--- src/rtl/ble_ring_reader_if.sv ---
// Bus bundle for ble_ring_reader: Wishbone read port toward the shared RAM
// and the start/done handshake toward uart_tx.
interface ble_ring_reader_if #(
    parameter int BITS = 8
);
    logic [31:0]     wb_adr;
    logic            wb_cyc;
    logic            wb_we;
    logic [3:0]      wb_sel;
    logic [31:0]     wb_rdt;
    logic            wb_ack;
    logic [BITS-1:0] tx_dat;
    logic            tx_start;
    logic            tx_done;

    modport master (
        output wb_adr, wb_cyc, wb_we, wb_sel, tx_dat, tx_start,
        input  wb_rdt, wb_ack, tx_done
    );

    modport slave (
        input  wb_adr, wb_cyc, wb_we, wb_sel, tx_dat, tx_start,
        output wb_rdt, wb_ack, tx_done
    );
endinterface

--- src/rtl/ble_ring_reader.sv ---
// Drains the BLE rx ring (ADR_LL..ADR_UL, one byte per word) and forwards each byte to uart_tx.
// Define RING_RD_TIMEOUT_EN to add a READ/WAIT watchdog with sticky o_err.
module ble_ring_reader #(
    parameter logic [31:0] ADR_LL = 32'h00C0_0000,
    parameter logic [31:0] ADR_UL = 32'h00C1_0000,
    parameter int          BITS   = 8,
    parameter int          CNT_W  = 16
`ifdef RING_RD_TIMEOUT_EN
    ,
    parameter int          TIMEOUT = 4096
`endif
) (
    input  logic                 i_wb_clk,
    input  logic                 i_wb_rst,
    input  logic                 i_en,
    input  logic                 i_flush,
    input  logic [31:0]          i_wr_ptr,
    ble_ring_reader_if.master    bus,
    output logic                 o_empty,
    output logic                 o_busy,
    output logic [CNT_W-1:0]     o_sent
`ifdef RING_RD_TIMEOUT_EN
    ,
    output logic                 o_err
`endif
);

    typedef enum logic [1:0] {
        ST_IDLE = 2'd0,
        ST_READ = 2'd1,
        ST_SEND = 2'd2,
        ST_WAIT = 2'd3
    } state_t;

    state_t           state_r;
    state_t           state_nxt_s;
    logic [31:0]      rd_ptr_r;
    logic [31:0]      rd_ptr_adv_s;
    logic             flush_pend_r;
    logic [BITS-1:0]  tx_dat_r;
    logic [CNT_W-1:0] sent_r;
    logic             cyc_r;
    logic             start_r;
    logic             busy_r;
    logic             tmo_s;
    logic             tmo_fire_s;
    logic             unused_rdt_s;

    assign rd_ptr_adv_s = (rd_ptr_r == ADR_UL) ? ADR_LL : rd_ptr_r + 32'd4;

    // State register
    always_ff @(posedge i_wb_clk or posedge i_wb_rst) begin
        if (i_wb_rst) begin
            state_r <= ST_IDLE;
        end else begin
            state_r <= state_nxt_s;
        end
    end

    // Next-state decode; a pending or live flush keeps the reader parked in IDLE
    always_comb begin
        state_nxt_s = state_r;
        tmo_fire_s  = 1'b0;
        case (state_r)
            ST_IDLE: begin
                if (flush_pend_r || i_flush) begin
                    state_nxt_s = ST_IDLE;
                end else if (i_en && (rd_ptr_r != i_wr_ptr)) begin
                    state_nxt_s = ST_READ;
                end else begin
                    state_nxt_s = ST_IDLE;
                end
            end
            ST_READ: begin
                if (bus.wb_ack) begin
                    state_nxt_s = ST_SEND;
                end else if (tmo_s) begin
                    state_nxt_s = ST_IDLE;
                    tmo_fire_s  = 1'b1;
                end else begin
                    state_nxt_s = ST_READ;
                end
            end
            ST_SEND: begin
                state_nxt_s = ST_WAIT;
            end
            ST_WAIT: begin
                if (bus.tx_done) begin
                    state_nxt_s = ST_IDLE;
                end else if (tmo_s) begin
                    state_nxt_s = ST_IDLE;
                    tmo_fire_s  = 1'b1;
                end else begin
                    state_nxt_s = ST_WAIT;
                end
            end
            default: begin
                state_nxt_s = ST_IDLE;
            end
        endcase
    end

    // Pointer, data, counter and registered bus outputs
    always_ff @(posedge i_wb_clk or posedge i_wb_rst) begin
        if (i_wb_rst) begin
            rd_ptr_r     <= ADR_LL;
            flush_pend_r <= 1'b0;
            tx_dat_r     <= {BITS{1'b0}};
            sent_r       <= {CNT_W{1'b0}};
            cyc_r        <= 1'b0;
            start_r      <= 1'b0;
            busy_r       <= 1'b0;
        end else begin
            cyc_r   <= (state_nxt_s == ST_READ);
            start_r <= (state_nxt_s == ST_SEND);
            busy_r  <= (state_nxt_s != ST_IDLE);
            if (state_r == ST_IDLE) begin
                // The in-flight byte's advance is overwritten here by the deferred flush
                if (flush_pend_r || i_flush) begin
                    rd_ptr_r     <= i_wr_ptr;
                    flush_pend_r <= 1'b0;
                end
            end else begin
                if (i_flush) begin
                    flush_pend_r <= 1'b1;
                end
                if ((state_r == ST_READ) && bus.wb_ack) begin
                    tx_dat_r <= bus.wb_rdt[BITS-1:0];
                end
                if ((state_r == ST_WAIT) && bus.tx_done) begin
                    rd_ptr_r <= rd_ptr_adv_s;
                    sent_r   <= sent_r + {{(CNT_W-1){1'b0}}, 1'b1};
                end else if (tmo_fire_s) begin
                    rd_ptr_r <= rd_ptr_adv_s;
                end
            end
        end
    end

`ifdef RING_RD_TIMEOUT_EN
    localparam int TMO_W = $clog2(TIMEOUT + 1);

    logic [TMO_W-1:0] tmo_cnt_r;
    logic             err_r;

    assign tmo_s = (tmo_cnt_r == TMO_W'(TIMEOUT - 1));
    assign o_err = err_r;

    // Watchdog counts cycles spent in READ or WAIT, restarting on every state change
    always_ff @(posedge i_wb_clk or posedge i_wb_rst) begin
        if (i_wb_rst) begin
            tmo_cnt_r <= {TMO_W{1'b0}};
        end else if (state_nxt_s != state_r) begin
            tmo_cnt_r <= {TMO_W{1'b0}};
        end else if ((state_r == ST_READ) || (state_r == ST_WAIT)) begin
            tmo_cnt_r <= tmo_cnt_r + TMO_W'(1);
        end else begin
            tmo_cnt_r <= {TMO_W{1'b0}};
        end
    end

    // Sticky error, cleared by a flush
    always_ff @(posedge i_wb_clk or posedge i_wb_rst) begin
        if (i_wb_rst) begin
            err_r <= 1'b0;
        end else if (tmo_fire_s) begin
            err_r <= 1'b1;
        end else if (i_flush) begin
            err_r <= 1'b0;
        end
    end
`else
    assign tmo_s = 1'b0;
`endif

    assign bus.wb_adr   = rd_ptr_r;
    assign bus.wb_cyc   = cyc_r;
    assign bus.wb_we    = 1'b0;
    assign bus.wb_sel   = 4'b1111;
    assign bus.tx_dat   = tx_dat_r;
    assign bus.tx_start = start_r;
    assign o_empty      = (rd_ptr_r == i_wr_ptr);
    assign o_busy       = busy_r;
    assign o_sent       = sent_r;
    assign unused_rdt_s = ^bus.wb_rdt;

endmodule

--- src/flat_wrapper.sv ---
// flat-port wrapper written by rule: the top's interface ports become plain ports
module ble_ring_reader_flat 
#(
    parameter logic [31:0] ADR_LL = 32'h00C0_0000,
    parameter logic [31:0] ADR_UL = 32'h00C1_0000,
    parameter int          BITS   = 8,
    parameter int          CNT_W  = 16

)
  (i_wb_clk, i_wb_rst, i_en, i_flush, i_wr_ptr, o_empty, o_busy, o_sent, bus_wb_adr, bus_wb_cyc, bus_wb_we, bus_wb_sel, bus_tx_dat, bus_tx_start, bus_wb_rdt, bus_wb_ack, bus_tx_done);
  ble_ring_reader_if #(.BITS(BITS)) bus_i ();
  input  logic i_wb_clk;
  input  logic i_wb_rst;
  input  logic i_en;
  input  logic i_flush;
  input  logic [31:0] i_wr_ptr;
  output logic o_empty;
  output logic o_busy;
  output logic [CNT_W-1:0] o_sent;
  output wire logic [$bits(bus_i.wb_adr)-1:0] bus_wb_adr;
  output wire logic [$bits(bus_i.wb_cyc)-1:0] bus_wb_cyc;
  output wire logic [$bits(bus_i.wb_we)-1:0] bus_wb_we;
  output wire logic [$bits(bus_i.wb_sel)-1:0] bus_wb_sel;
  output wire logic [$bits(bus_i.tx_dat)-1:0] bus_tx_dat;
  output wire logic [$bits(bus_i.tx_start)-1:0] bus_tx_start;
  input wire logic [$bits(bus_i.wb_rdt)-1:0] bus_wb_rdt;
  input wire logic [$bits(bus_i.wb_ack)-1:0] bus_wb_ack;
  input wire logic [$bits(bus_i.tx_done)-1:0] bus_tx_done;
  assign bus_wb_adr = bus_i.wb_adr;
  assign bus_wb_cyc = bus_i.wb_cyc;
  assign bus_wb_we = bus_i.wb_we;
  assign bus_wb_sel = bus_i.wb_sel;
  assign bus_tx_dat = bus_i.tx_dat;
  assign bus_tx_start = bus_i.tx_start;
  assign bus_i.wb_rdt = bus_wb_rdt;
  assign bus_i.wb_ack = bus_wb_ack;
  assign bus_i.tx_done = bus_tx_done;
  ble_ring_reader #(.ADR_LL(ADR_LL), .ADR_UL(ADR_UL), .BITS(BITS), .CNT_W(CNT_W)) u_core (.i_wb_clk(i_wb_clk), .i_wb_rst(i_wb_rst), .i_en(i_en), .i_flush(i_flush), .i_wr_ptr(i_wr_ptr), .bus(bus_i), .o_empty(o_empty), .o_busy(o_busy), .o_sent(o_sent));
endmodule
--- config.mk ---
export PLATFORM = sky130hd
export DESIGN_NAME = ble_ring_reader_flat
export DESIGN_NICKNAME = d
export VERILOG_FILES = /design/src/rtl/ble_ring_reader_if.sv /design/src/rtl/ble_ring_reader.sv /design/src/flat_wrapper.sv
export SDC_FILE = /design/constraint.sdc
export NUM_CORES = 1
export LEC_CHECK = 0
export CAP_MARGIN = 40
export CORE_UTILIZATION = 49
export DETAILED_ROUTE_END_ITERATION = 8
export GPL_TIMING_DRIVEN = 0
export MAX_ROUTING_LAYER = met4
export PLACE_DENSITY = 0.95
export SLEW_MARGIN = 10
export SYNTH_ARGS = -nofsm -noshare
export SYNTH_HDL_FRONTEND = slang
export SYNTH_SLANG_ARGS = --single-unit
export TNS_END_PERCENT = 100
--- constraint.sdc ---
create_clock -name i_wb_clk -period 3.19 [get_ports i_wb_clk]
set_input_delay 0.638 -clock i_wb_clk [delete_from_list [all_inputs] [get_ports i_wb_clk]]
set_output_delay 0.638 -clock i_wb_clk [all_outputs]
set_load 0.1 [all_outputs]
==> impl_metrics.ini, run 1 <==
[timing]
fin_ws_ns = 0.04221
skew_ns = 0.009532
worstMarginPinSlew_ns = 0.7889
final_max_slew_viol_count = 0
fmax_mhz = 317.7
finalCritPeriodShare_pct = 98.68
setup-violations-final = 0
min_period_ns = 3.148
maxSlewHeadroom_pct = 47.41
fin_tns_setup_ns = 0
hold_viol = 0

[layout]
layout.cells.most_common_list = clkdlybuf4s50_1 (94), nand2_1 (66), dfrtp_1 (60)
diodes = 0
fin_nets = 684
syn2layout_area_growth_pct = 65.19
post-route-util_pct = 85.09
final_common_cell = clkdlybuf4s50_1
final_layout_size_suffix_gt1_share_pct = 20.29
finalInstanceArea_um2 = 6271

[min_path]
min_from = u_core.bus.tx_dat[5]
min_path_type = register to register
hold_end = u_core.bus.tx_dat[5]
hold_path_depth = 2

[synth]
syn_inst = 423
ys_seq_area_share_pct = 40.94
ys_types = 69
synthFlopType = dfrtp_1
synth-seq-cells = 62
async_reset_ff_share_pct = 100.0
avgSynthCellArea_um2 = 8.974
synth_edf_count = 0
syn-cell-area_um2 = 3796
yosysWarnings = 0

[worst_setup_path]
path_delay_family = buffers and inverters
cp.required_ns = 3.39
crit_chain = clkdlybuf4s50_1 -> xor2_1 -> nor4_1 -> nand4_1 -> buf_4 -> buf_4 -> buf_4 -> buf_4 -> buf_4 -> buf_4 -> buf_4 -> buf_4 -> buf_4 -> buf_4 -> o2111ai_4 -> nand4_1
cpPeakStageDelay_ns = 0.47
crit_type = input port to register
arrival_ns = 3.35
r2r-start = u_core.bus.wb_adr[29]
crit_path_start_kind = input port
crit_path_top_delay_cell = clkdlybuf4s50_1
timing.rr.end = u_core.o_busy
ff2ff_path_depth = 15
reg2reg_slack_ns = 0.19
worstPathMaxFanout = 3
crit_path_end_kind = register
cp_common_cell = buf_4
cp_num_buf_inv = 11

[power_and_ir_drop]
leakage_nw = 2.767
ir_worst_vdd_v = 0.001129
power_density_nw_per_um2 = 1232

[routing]
drt_first_iter_violations = 435
routedWlPerCell_um = 20.59
dr_total_vias = 4380
wirelength_mm = 14.73
ant_nets = 0
drt_drc_violations_left = 0
vias_per_cell = 6.126
drt_first_pass_iters = 5

[die]
row_count = 31
start_util_pct = 51.51
dieArea_um2 = 8104
dieWidth_um = 90.02
ioPinCount = 135
die_h_um = 90.02
core-area_um2 = 7370

[clock_tree]
cts_tree = done
clock_path_buffers = 2
clock_sinks = 62
clkLatencyLatePin_ns = 0.35
clk_pin_slew_ns = 0.07
htree_num_levels = 3
root_buffer = clkbuf_8
cts_made_buffers = 9
hold_buffers = 0

[placement]
port_buffers = 105
place_ws_ns = -0.3217
hpwl_mm = 10.80
gp_congestion = 0.9563
place_area_um2 = 5888

[grt]
grt_pass1_vias = 4423
antenna_found_initial = 0
grt_max_degree = 63
grt.overflow.total = 0
grt_pass1_wl_mm = 22.96
grt_usage_pct = 37.62

[status]
outcome = complete, no violations

[flow_run]
drv_cap = 0
==> flip-flops by register name, summed over array words and instances, names as in the netlist <==
signal and flops:
u_core.o_busy 1, u_core.bus.wb_adr 32, u_core.bus.tx_start 1, u_core.state_r 2
u_core.o_sent 16, u_core.bus.wb_cyc 1, u_core.flush_pend_r 1, u_core.bus.tx_dat 8
==> kinds of logic after synthesis <==
| group | share of synthesized area [%] |
|---|---|
| flops | 40.94 |
| compound gates | 16.91 |
| xor+xnor | 10.84 |
| other cells | 0.1978 |
| mux | 0.5603 |
| fa+ha+maj | 0.9889 |
| simple gates | 23.34 |
| buf+inv | 6.229 |
==> synthesized netlist by cell type, types with 2 or more instances <==
master	count	share of area [%]
dfrtp_1	60	40
or3_1	3	0.49
nor4_4	2	1.1
o22ai_1	11	1.8
o211ai_1	2	0.40
nand4_1	10	1.6
nand2_1	66	6.5
o2bb2ai_1	3	0.69
nor3_1	7	0.92
a32o_1	3	0.79
nand3_1	17	2.2
xor2_1	36	8.3
nor4_1	14	2.3
conb_1	2	0.20
a31oi_1	3	0.49
o21ai_0	9	1.2
nand2_2	2	0.33
o31a_1	8	1.8
clkbuf_1	16	1.6
ha_1	3	0.99
a32oi_1	2	0.46
a21oi_1	15	2.0
and2_1	2	0.33
o21ai_1	2	0.26
inv_1	22	2.2
nor2_1	19	1.9
buf_2	4	0.53
buf_4	6	1.2
dfstp_2	2	1.4
o41ai_1	3	0.69
a22oi_1	6	1.2
a22o_1	4	0.92
and3_1	5	0.82
nand3_2	3	0.79
nor4b_1	3	0.69
xnor2_1	11	2.5
or4_1	3	0.59
a21o_1	3	0.59
==> worst register-to-register path: stages (launching register included) <==
cell and delay, ns:
dfrtp_1 0.47, xor2_1 0.21, nor4_4 0.36, nand4_1 0.18
buf_4 0.17, buf_4 0.12, buf_4 0.13, buf_4 0.12
buf_4 0.12, buf_4 0.12, buf_4 0.12, buf_4 0.13
buf_4 0.13, buf_4 0.13, o2111ai_4 0.23, nand4_1 0.12
==> per-stage QoR <==
| stage | total power [mW] | hold slack [ns] | cells |
|---|---|---|---|
| floorplan | 4.663 | 0.4931 | 426 |
| global placement | 5.808 | 0.4586 | 630 |
| detailed placement | 6.800 | 0.4619 | 690 |
| CTS | 7.602 | 0.4796 | 715 |
| global route | 7.964 | 0.5064 | 715 |
| finish | 7.729 | 0.4737 | 715 |
==> report_power, final <==
part,total [mW],internal [mW],switching (mW)
clock,0.769,0.439,0.330
sequential,1.52,1.09,0.439
combinational,5.43,1.83,3.60
total,7.73,3.36,4.37
==> repair_timing <==
action / CTS / global route
endpoints found under the setup margin: 1 / 3
buffers inserted: 10 / 1
pin swaps: 2 / 7
resized for setup: 6 / 14
==> final cells by class <==
cell class | count | area (um2)
sequential | 62 | 1554
multi-input combinational | 313 | 2090
clock inverter | 6 | 86.33
timing repair buffer | 175 | 2054
clock buffer | 10 | 127.6
buffer | 27 | 146.4
fill | 421 | 1099
tap | 99 | 123.9
inverter | 23 | 88.84
==> how the worst max path moves through the flow <==
| stage | startpoint | endpoint | slack (ns) | cells past startpoint |
|---|---|---|---|---|
| after CTS | i_wr_ptr[28] | u_core.o_busy | 0.0003 | 16 |
| after global routing | i_wr_ptr[7] | u_core.o_busy | -0.01 | 16 |
| after global placement | i_wr_ptr[29] | o_empty | -0.75 | 6 |
| final | i_wr_ptr[1] | u_core.o_busy | 0.04 | 16 |
| after floorplan | u_core.bus.wb_adr[14] | o_empty | 0.02 | 5 |
| after detailed placement | i_wr_ptr[29] | o_empty | -0.32 | 7 |
==> per-layer routing <==
| layer | vias up | GRT usage (%) | share of wire (%) |
|---|---|---|---|
| met3 | 83 | 7.953 | 10 |
| met1 | 2064 | 42.50 | 36 |
| met4 | 0 | 19.62 | 5.2 |
| li1 | 1886 | - | - |
| met5 | - | - | 0 |
| met2 | 347 | 62.79 | 49 |
Power figures use the tool's default switching activity.
==> run 2: changes to the inputs <==
--- a/config.mk
+++ b/config.mk
@@ -5,12 +5,14 @@
 export SDC_FILE = /design/constraint.sdc
 export NUM_CORES = 1
 export LEC_CHECK = 0
-export CAP_MARGIN = 40
+export CAP_MARGIN = 5
+export CORE_MARGIN = 2
 export CORE_UTILIZATION = 49
 export DETAILED_ROUTE_END_ITERATION = 8
 export GPL_TIMING_DRIVEN = 0
 export MAX_ROUTING_LAYER = met4
 export PLACE_DENSITY = 0.95
+export SETUP_SLACK_MARGIN = 0.1
 export SLEW_MARGIN = 10
 export SYNTH_ARGS = -nofsm -noshare
 export SYNTH_HDL_FRONTEND = slang
==> run 2 against run 1 <==
Against the previous run: setup slack improved by 0.11 ns; register-to-register slack improved by 0.34 ns; final cell count fell by 9.2%; maximum frequency rose by 3.8%; flip-flop and latch count did not move; via count fell by 13%; die area rose by 4.5%; core utilization fell by 16 points; sequential share of layout area rose by 5.0 points; largest cell class is now multi-input combinational cells; highest routed layer unchanged.
==> impl_metrics.ini, run 2 (synthesized netlist as in run 1, its figures left out) <==
[worst_setup_path]
path_delay_family = simple AND/OR/NAND/NOR gates
worstPathMaxFanout = 2
crit_path_end_kind = output pin
arrival_ns = 2.40
crit_path_start_kind = input port
cp_num_buf_inv = 2
cpPeakStageDelay_ns = 0.45
crit_chain = clkdlybuf4s50_1 -> xor2_1 -> nor4_1 -> nand4_1 -> nor2_4 -> buf_4
cp.required_ns = 2.55
crit_type = input port to output pin
crit_path_top_delay_cell = clkdlybuf4s50_1

[clock_tree]
post_cts_buffers = 0
clkLatencyLatePin_ns = 0.35
clk_pin_slew_ns = 0.08
root_buffer = clkbuf_8
cts_resized = 6
cts_made_buffers = 9
cts_tree = done
clock_path_buffers = 2
hold_buffers = 0
htree_num_levels = 3
clock_sinks = 62

[timing]
final_max_slew_viol_count = 0
min_period_ns = 3.033
skew_ns = 0.005559
holdWs_ns = 0.4835
maxSlewHeadroom_pct = 33.51
setup-violations-final = 0
fin_tns_setup_ns = 0
finalCritPeriodShare_pct = 95.09
fmax_mhz = 329.7
hold_viol = 0
rsz0062_at_grt = false
worstMarginPinSlew_ns = 0.9942

[routing]
drt_first_iter_violations = 420
ant_nets = 0
routedWlPerCell_um = 18.78
vias_per_cell = 5.854
dr_total_vias = 3799
drt_first_pass_iters = 5
drt_drc_violations_left = 0
wirelength_mm = 12.19

[layout]
largest_register_ffs = 32
fin_nets = 615
final_common_cell = clkdlybuf4s50_1
diodes = 0
layout.cells.most_common_list = clkdlybuf4s50_1 (104), nand2_1 (66), dfrtp_1 (60)
layout.cells.non_filler = 649
fillCellCount = 608
final_layout_size_suffix_gt1_share_pct = 9.689
finalInstanceArea_um2 = 5220
syn2layout_area_growth_pct = 37.51

[die]
start_util_pct = 49.90
dieArea_um2 = 8468
core-area_um2 = 7607
dieWidth_um = 92.02
row_count = 32
ioPinCount = 135
die_h_um = 92.02

[placement]
gp_congestion = 1.010
dp_cells = 633
place_area_um2 = 4996
hpwl_mm = 8.800
port_buffers = 105

[grt]
antenna_found_initial = 0
grt.overflow.total = 0
grt_usage_pct = 30.30
grt_pass1_vias = 3670
grt_pass1_wl_mm = 19.33
grt_max_degree = 63

[flow_run]
drv_cap = 0

[min_path]
min_path_type = register to register

[status]
outcome = complete, no violations
## run 2: cell count changes in the layout (fill, tap and decap cells not counted), moves of 2 or more
| cell | before | now |
|---|---|---|
| buf_4 | 17 | 7 |
| buf_8 | 59 | 0 |
| clkdlybuf4s50_1 | 94 | 104 |
| clkinv_2 | 2 | 0 |
| clkinvlp_4 | 1 | 3 |
| dlymetal6s2s_1 | 10 | 0 |
## run 2: stage by stage
stage,utilization (%),setup WS [ns]
final,68.62,0.1566
after global routing,68.62,0.1276
after CTS,68.37,0.1077
after detailed placement,65.67,-0.7212
after global placement,65.64,-0.7587
after floorplan,-,0.2815
## run 2: final cells by class
type | instances | area (um2) | area share [%]
Sequential cell | 62 | 1554 | 29.77
Multi-Input combinational cell | 313 | 2043 | 39.14
Buffer | 28 | 150.1 | 2.876
Timing Repair Buffer | 105 | 1049 | 20.09
Inverter | 23 | 88.84 | 1.702
Tap cell | 102 | 127.6 | 2.445
Clock buffer | 10 | 137.6 | 2.637
Clock inverter | 6 | 70.07 | 1.342
## run 2: final timing paths
path	start	endpoint	slack, ns	depth (start not counted)
setup / recovery	i_wr_ptr[24]	o_empty	0.16	6
hold / removal	u_core.o_sent[15]	u_core.o_sent[15]	0.48	1
setup reg to reg	u_core.bus.wb_adr[2]	u_core.bus.wb_adr[21]	0.53	8
hold reg to reg	u_core.o_sent[15]	u_core.o_sent[15]	0.48	1
max in group asynchronous	i_wb_rst	u_core.bus.tx_start	1.89	2
min in group asynchronous	i_wb_rst	u_core.o_sent[14]	0.80	2
## run 2: layer usage
metal  GRT usage [%]  up-vias  part of all wire, %
li1                -     1752                    -
met4           11.57        0                  3.2
met2           48.22      209                   49
met3           5.752       35                  8.1
met1           38.59     1803                   40
met5               -        -                    0
Power of run 2 is left out: the tool's default activity adds up to more than one toggle a clock period on the data nets, which glitch-free logic cannot reach.
==> run 3: changes to the inputs <==
==> constraint.sdc (replaced) <==
create_clock -name i_wb_clk -period 3.19 [get_ports i_wb_clk]
set_input_delay 0.319 -clock i_wb_clk [delete_from_list [all_inputs] [get_ports i_wb_clk]]
set_output_delay 0.319 -clock i_wb_clk [all_outputs]
set_load 0.1 [all_outputs]
==> run 3 against run 2 <==
Against the previous run: maximum frequency up 5.1%; setup slack improved by 0.15 ns; core utilization is 0.13 points higher; final cell count stayed put; critical path depth stayed put; non-clock buffer count stayed put; global-route usage decreased by 0.39 points; register-to-register slack improved by 0.07 ns; critical endpoint unchanged.
==> impl_metrics.ini, run 3 (synthesized netlist as in run 1, its figures left out) <==
[status]
outcome = complete, no violations

[placement]
place_ws_ns = -0.06995
gp_congestion = 1.034
port_buffers = 105
hpwl_mm = 8.601
place_area_um2 = 4991

[die]
dieArea_um2 = 8468
dieWidth_um = 92.02
die_h_um = 92.02
row_count = 32
core-area_um2 = 7607
start_util_pct = 49.90
ioPinCount = 135

[worst_setup_path]
arrival_ns = 2.57
path_delay_family = simple AND/OR/NAND/NOR gates
crit_type = register to output pin
crit_path_start_kind = register
reg2reg_slack_ns = 0.60
crit_path_end_kind = output pin
cp_num_buf_inv = 2
crit_chain = clkbuf_1 -> xor2_1 -> nor4_1 -> nand4_1 -> nor2_2 -> clkdlybuf4s15_2
cp.required_ns = 2.87
worstPathMaxFanout = 8
cpPeakStageDelay_ns = 0.57
crit_path_top_delay_cell = clkdlybuf4s15_2

[routing]
drt_first_pass_iters = 5
drt_first_iter_violations = 315
drt_drc_violations_left = 0
wirelength_mm = 12.09
dr_total_vias = 3866
vias_per_cell = 5.957
ant_nets = 0
routedWlPerCell_um = 18.62

[timing]
setup-violations-final = 0
finalCritPeriodShare_pct = 90.50
final_max_slew_viol_count = 0
fmax_mhz = 346.4
maxSlewHeadroom_pct = 32.98
hold_viol = 0
skew_ns = 0.008405
min_period_ns = 2.887
holdWs_ns = 0.4568
rsz0062_at_grt = false
worstMarginPinSlew_ns = 1.002
fin_ws_ns = 0.3032

[layout]
fin_nets = 615
final_common_cell = clkdlybuf4s50_1
syn2layout_area_growth_pct = 37.77
final_layout_size_suffix_gt1_share_pct = 8.958
largest_register_ffs = 32
finalInstanceArea_um2 = 5230
post-route-util_pct = 68.75
diodes = 0
layout.cells.most_common_list = clkdlybuf4s50_1 (104), nand2_1 (66), dfrtp_1 (60)

[clock_tree]
post_cts_buffers = 0
clkLatencyLatePin_ns = 0.35
clock_sinks = 62
clk_pin_slew_ns = 0.07
cts_tree = done
clock_path_buffers = 2
root_buffer = clkbuf_8
cts_made_buffers = 9
htree_num_levels = 3

[grt]
grt.overflow.total = 0
grt_max_degree = 63
grt_usage_pct = 29.91
grt_pass1_vias = 3704
grt_pass1_wl_mm = 19.12
antenna_found_initial = 0

[flow_run]
drv_cap = 0

[min_path]
min_path_type = input port to asynchronous set/reset pin
[run 3: area by class of cell]
class / count / area, um2
plain buffers: 28 / 150.1
clock buffers: 10 / 127.6
clock inverters: 6 / 110.1
fillers: 635 / 2377
inverters: 23 / 88.84
multi-input cells: 313 / 2019
flip-flops and latches: 62 / 1554
well taps: 102 / 127.6
repair buffers: 105 / 1052
[run 3: metrics by stage]
step           setup TNS [ns]  instances
2_1_floorplan               0        426
5_1_grt                     0        649
4_1_cts                     0        649
6_report                    0        649
3_5_place_dp         -0.06995        633
3_3_place_gp         -0.07896        633
[run 3: timing repair]
action / 4_1_cts / 5_1_grt
resized for setup: 3 / 0
hold buffers: 0 / 0
setup endpoints to repair: 1 / 0
endpoints found under the hold margin: 0 / 0
[run 3: final timing paths]
path / from / endpoint / depth (start not counted)
setup / recovery: u_core.bus.wb_adr[14] / o_empty / 6
hold reg to reg: u_core.bus.tx_dat[3] / u_core.bus.tx_dat[3] / 2
setup reg to reg: u_core.bus.wb_adr[2] / u_core.bus.wb_adr[6] / 8
hold / removal: i_wb_rst / u_core.bus.wb_adr[19] / 2
max in group asynchronous: i_wb_rst / u_core.bus.wb_adr[15] / 2
min in group i_wb_clk: u_core.bus.tx_dat[3] / u_core.bus.tx_dat[3] / 2
[run 3: metal layers]
layer	GRT usage [%]	up-vias	part of all wire (%)
met5	-	-	0
met4	13.93	0	3.7
met3	4.930	47	7.8
met2	47.98	237	48
met1	37.18	1822	40
li1	-	1760	-
[run 3: worst reg2reg max path, cell delays in order (launching register included)]
cell and delay (ns):
dfrtp_1 0.46, inv_1 0.11, ha_1 0.23, nor4b_1 0.15, and4_2 0.25, a21oi_2 0.47
clkbuf_1 0.52, a21oi_1 0.14, o22ai_1 0.17
Power of run 3 is left out for the same reason.
